===== src/rtl/subband_synthesis.sv =====
// Synthesis side of the 16-band filterbank: per-band gain, serial MAC over one
// captured frame, then round-half-up and saturate to sfix15_En14.
module subband_lane #(
    parameter int IN_W   = 37,
    parameter int GAIN_W = 16
) (
    input  logic                     clock,
    input  logic                     reset,
    input  logic                     capture,
    input  logic                     gain_wr,
    input  logic [IN_W-1:0]          band,
    input  logic [GAIN_W-1:0]        gain_data,
    output logic signed [IN_W-1:0]   snap,
    output logic signed [GAIN_W-1:0] gain
);
    localparam logic signed [GAIN_W-1:0] GAIN_ONE = {2'b01, {(GAIN_W-2){1'b0}}};

    // Gain writes ignore clk_enable so software can retune while the datapath is frozen.
    always_ff @(posedge clock) begin
        if (!reset) begin
            snap <= '0;
            gain <= GAIN_ONE;
        end else begin
            if (capture) snap <= band;
            if (gain_wr) gain <= gain_data;
        end
    end
endmodule

module subband_synthesis #(
    parameter int NBANDS = 16,
    parameter int IN_W   = 37,
    parameter int GAIN_W = 16,
    parameter int OUT_W  = 15
) (
    input  logic                   clock,
    input  logic                   reset,
    input  logic                   clk_enable,
    input  logic [NBANDS*IN_W-1:0] band_in,
    input  logic                   frame_strobe,
    input  logic                   gain_we,
    input  logic [3:0]             gain_addr,
    input  logic [GAIN_W-1:0]      gain_data,
    output logic [OUT_W-1:0]       filter_out,
    output logic                   out_valid,
    output logic                   busy,
    output logic                   overrun
);
    localparam int PROD_W = IN_W + GAIN_W;
    localparam int ACC_W  = PROD_W + 4;
    localparam int SH_W   = ACC_W - 32;
    localparam logic signed [ACC_W-1:0] RND  = {{(ACC_W-32){1'b0}}, 1'b1, 31'b0};
    localparam logic signed [SH_W-1:0]  OMAX = SH_W'((1 << (OUT_W-1)) - 1);
    localparam logic signed [SH_W-1:0]  OMIN = SH_W'(-(1 << (OUT_W-1)));

    typedef enum logic [1:0] {IDLE, MAC, ROUND} state_t;

    state_t                    state, state_nxt;
    logic [3:0]                idx;
    logic signed [ACC_W-1:0]   acc;
    logic signed [IN_W-1:0]    snap [NBANDS];
    logic signed [GAIN_W-1:0]  gain [NBANDS];
    logic signed [PROD_W-1:0]  prod;
    logic signed [SH_W-1:0]    rnd_q;
    logic [OUT_W-1:0]          sat_q;
    logic                      capture;

    assign capture = clk_enable && (state == IDLE) && frame_strobe;

    for (genvar k = 0; k < NBANDS; k++) begin : g_lane
        subband_lane #(.IN_W(IN_W), .GAIN_W(GAIN_W)) u_lane (
            .clock     (clock),
            .reset     (reset),
            .capture   (capture),
            .gain_wr   (gain_we && (gain_addr == 4'(k))),
            .band      (band_in[k*IN_W +: IN_W]),
            .gain_data (gain_data),
            .snap      (snap[k]),
            .gain      (gain[k])
        );
    end

    assign prod  = PROD_W'(snap[idx]) * PROD_W'(gain[idx]);
    assign rnd_q = SH_W'((acc + RND) >>> 32);

    always_comb begin
        if (rnd_q > OMAX)      sat_q = OMAX[OUT_W-1:0];
        else if (rnd_q < OMIN) sat_q = OMIN[OUT_W-1:0];
        else                   sat_q = rnd_q[OUT_W-1:0];
    end

    always_ff @(posedge clock) begin
        if (!reset)          state <= IDLE;
        else if (clk_enable) state <= state_nxt;
    end

    always_comb begin
        state_nxt = state;
        case (state)
            IDLE:    if (frame_strobe) state_nxt = MAC;
            MAC:     if (idx == 4'(NBANDS-1)) state_nxt = ROUND;
            ROUND:   state_nxt = IDLE;
            default: state_nxt = IDLE;
        endcase
    end

    always_comb begin
        busy = (state != IDLE);
    end

    always_ff @(posedge clock) begin
        if (!reset) begin
            acc        <= '0;
            idx        <= '0;
            filter_out <= '0;
            out_valid  <= 1'b0;
            overrun    <= 1'b0;
        end else begin
            out_valid <= 1'b0;
            if (clk_enable) begin
                case (state)
                    IDLE: if (frame_strobe) begin
                        acc <= '0;
                        idx <= '0;
                    end
                    MAC: begin
                        acc <= acc + ACC_W'(prod);
                        idx <= idx + 4'd1;
                    end
                    ROUND: begin
                        filter_out <= sat_q;
                        out_valid  <= 1'b1;
                    end
                    default: ;
                endcase
                // A strobe landing mid-frame is dropped but remembered until reset.
                if (busy && frame_strobe) overrun <= 1'b1;
            end
        end
    end
endmodule


===== config.mk =====
export PLATFORM = sky130hd
export DESIGN_NAME = subband_synthesis
export DESIGN_NICKNAME = d
export VERILOG_FILES = /design/src/rtl/subband_synthesis.sv
export SDC_FILE = /design/constraint.sdc
export NUM_CORES = 2
export LEC_CHECK = 0
export CAP_MARGIN = 20
export CORE_MARGIN = 4
export CORE_UTILIZATION = 45
export DETAILED_ROUTE_END_ITERATION = 16
export HOLD_SLACK_MARGIN = 0.15
export PLACE_DENSITY = 0.75
export SLEW_MARGIN = 5
export SYNTH_ARGS = -nofsm -noshare
export SYNTH_HDL_FRONTEND = slang
export SYNTH_SLANG_ARGS = --single-unit

===== constraint.sdc =====
create_clock -name clock -period 9.2 [get_ports clock]
set_input_delay 1.84 -clock clock [delete_from_list [all_inputs] [get_ports clock]]
set_output_delay 1.84 -clock clock [all_outputs]
set_load 0.01 [all_outputs]

==> results.md <==
* Status: finished clean
* Final period util at 96.4%
* First-pass GRT wire length at 330 mm
* Synth Warn # at 0
* Critical path peak fanout at 46
* Synth async-reset ratio at 0%
* CTS Buf Count at 99
* Crit. End Element: flip-flop
* Synth-to-layout area growth at 18.8%
* Number of synthesized flops with an enable pin at 0
* Post-synth net total at 8452
* Pwr/cell area at 130 nW/um^2
* Cells on worst reg2reg path at 24
* Clock-pin slew on the worst setup and hold paths at 0.07 ns
* Die Width at 382 microns
* HP Class: flip-flop to flip-flop
* Final Power at 9760 uW
* Fillcell total at 12343
* Gr usage total at 29.7%
* Pin count of the biggest net entering global routing at 270
* Master of the slowest instance on the critical path: a41oi_1
* Post-Route Utilization at 53.7%
* Post-route non-filler standard cell count at 9435
* Crit-path max cell delay at 0.67 ns
* Max Cap Viol at 0
* Die H at 382 microns
* Synthesized cell area at 63000 sq um
* Leak at 0.0302 uW
* Commonest non-fill, non-tap cell in the layout: nand2_1
* Crit start category: flip-flop
* CTS tree: done
* Initial core utilization at 45.2%
* Min-Delay Path Depth at 2
* DR vias at 51895
* Crit-path cells: buf_16, mux4_2, mux4_2, inv_1, nor2_1, fa_1, fa_1, inv_1, fa_1, inv_1, fa_1, fa_1, inv_1, fa_1, inv_1, ha_1, a21o_1, a21o_1, a21oi_1, o21ai_0, a41oi_1, a21oi_1, or3_1, a32o_1
* Cell Count Post-Placement at 9235
* GR Overflow Total at 0
* CP arrival at 9.44 ns
* WL final at 219 mm
* Antenna violations before repair at 27
* Register area share after synthesis at 29.5%
* Die area at 146000 sq um
* FMAX at 0.113 GHz
* Dpl hpwl at 169 mm
* Synth cell types at 69
* Slew margin rel. at 22.0%
* Worst Path Required at 9.77 ns
* Gate Count Post-Synth at 7055
* DRC Markers at 0
* Worst-margin pin slew at 1.17 ns
* I/O pin count at 635
* Vias in the first global route at 52557
* Row cnt at 137
* RSZ-0062 raised after global routing: false
* Avg WL per Cell at 23.2 microns
* DR vias/cell at 5.50
* Clock sink count at 928
* Max Root-Sink Buffers at 3
* Final Hold Viols at 0
* Routability cong. at 1.00
* CP most frequent cell: fa_1
* Commonest cells after routing, fill and taps aside: 2091 x nand2_1, 924 x dfxtp_1, 838 x a21boi_0
* Final antenna-violating net count at 0
* Fin crit period at 8.87 ns
* Max IR drop VDD at 0.000179 V
* Setup TNS Final at 0 ns
* Net count, final at 8860
* Setup-failing EPs final at 0
* # port buffers at 634
* Slew Limit Fails at 0
* H-tree level count at 3
* Root Buffer: clkbuf_16
* Initial DRT Pass Iterations at 6
* Syn Area/Cell at 8.93 sq um
* Initial DRC Count at 5347
* Top_reg_cell synth: dfxtp_1
* Hold_buf cts at 0
* Number of synthesized register bits at 928
* Worst-Skew Late Latency at 0.79 ns
* Core Area at 139000 sq um
* Critical Setup Path Class: flip-flop to flip-flop
* Skew final at 0.109 ns
* Layout cells sized above 1 at 8.11%
-- worst max-delay path: cells and delay by family (launching register included) --
| family | cells | cell delay [ns] |
|---|---|---|
| fa+ha+maj | 7 | 3.52 |
| simple gates | 2 | 0.45 |
| flops | 1 | 0.60 |
| compound gates | 7 | 1.91 |
| buf+inv | 6 | 0.94 |
| mux | 2 | 1.20 |
-- synthesized netlist by cell type, types with 39 or more instances --
master | count | area share [%]
ha_1 | 151 | 3.0
o21ai_0 | 69 | 0.55
dfxtp_1 | 928 | 29
nand3_1 | 50 | 0.40
nor2b_1 | 80 | 0.79
a21boi_0 | 838 | 10
clkbuf_1 | 405 | 2.4
inv_1 | 729 | 4.3
a21o_1 | 39 | 0.46
nand2_1 | 2091 | 12
fa_1 | 629 | 20
a21oi_1 | 53 | 0.42
mux4_2 | 242 | 8.7
nor2_1 | 305 | 1.8
-- timing repair --
action                     in CTS  in global routing
gates resized for setup         0                  5
setup endpoints to repair       0                  2
setup buffers                   0                  3
-- per-layer routing --
layer	wire length (microns)	track usage, %	vias to the layer above
li1	-	-	23362
met1	88300	39.6	25712
met2	97200	45.8	2410
met3	23800	8.54	401
met4	9170	11.5	10
met5	82	0	-
-- worst paths after layout --
kind                                           start                                      end  slack, ns
min reg2reg  g_lane[11].u_lane.snap[21]$_SDFFE_PN0P_  g_lane[11].u_lane.snap[21]$_SDFFE_PN0P_       0.46
max reg2reg                      idx[0]$_SDFFE_PN0P_                     acc[52]$_SDFFE_PN0P_       0.33
max                              idx[0]$_SDFFE_PN0P_                     acc[52]$_SDFFE_PN0P_       0.33
min          g_lane[11].u_lane.snap[21]$_SDFFE_PN0P_  g_lane[11].u_lane.snap[21]$_SDFFE_PN0P_       0.46
-- registers in the layout (all words and copies together), names as in the netlist --
signal / flops
g_lane.u_lane.snap: 592
acc: 57
state: 2
out_valid: 1
filter_out: 15
overrun: 1
idx: 4
g_lane.u_lane.gain: 256
-- through the flow --
step	cell area (sq um)	setup WS (ns)	hold slack (ns)
6_report	74900	0.335	0.462
5_1_grt	74900	0.00162	0.479
4_1_cts	74800	0.356	0.463
3_5_place_dp	71400	0.420	0.455
3_3_place_gp	71400	0.490	0.446
2_1_floorplan	63000	0.609	0.432
-- cell type report --
type	count	area [sq um]	area share, %
sequential	928	18600	24.8
multi-input combinational	4924	39900	53.3
inverter	729	2740	3.65
timing repair buffer	781	7800	10.4
clock inverter	40	517	0.690
tap	1876	2350	3.14
antenna	17	42.5	0.0568
clock buffer	140	2900	3.88
-- where the power goes --
| part | switching (uW) | internal, uW | total, uW |
|---|---|---|---|
| Sequential | 95.1 | 4160 | 4260 |
| Clock | 1800 | 2350 | 4150 |
| Combinational | 744 | 615 | 1360 |
-- logic make-up after synthesis --
kind of cell | Yosys count | synth area share (%)
AOI/OAI and AO/OA | 1152 | 13.3
xor gates and xnor gates | 66 | 0.917
adders and majority gates | 780 | 23.0
buffers and inverters | 1203 | 7.25
DFF | 928 | 29.5
muxes | 293 | 9.51
and+or+nand+nor | 2633 | 16.5
(Power assumes the default switching activity.)
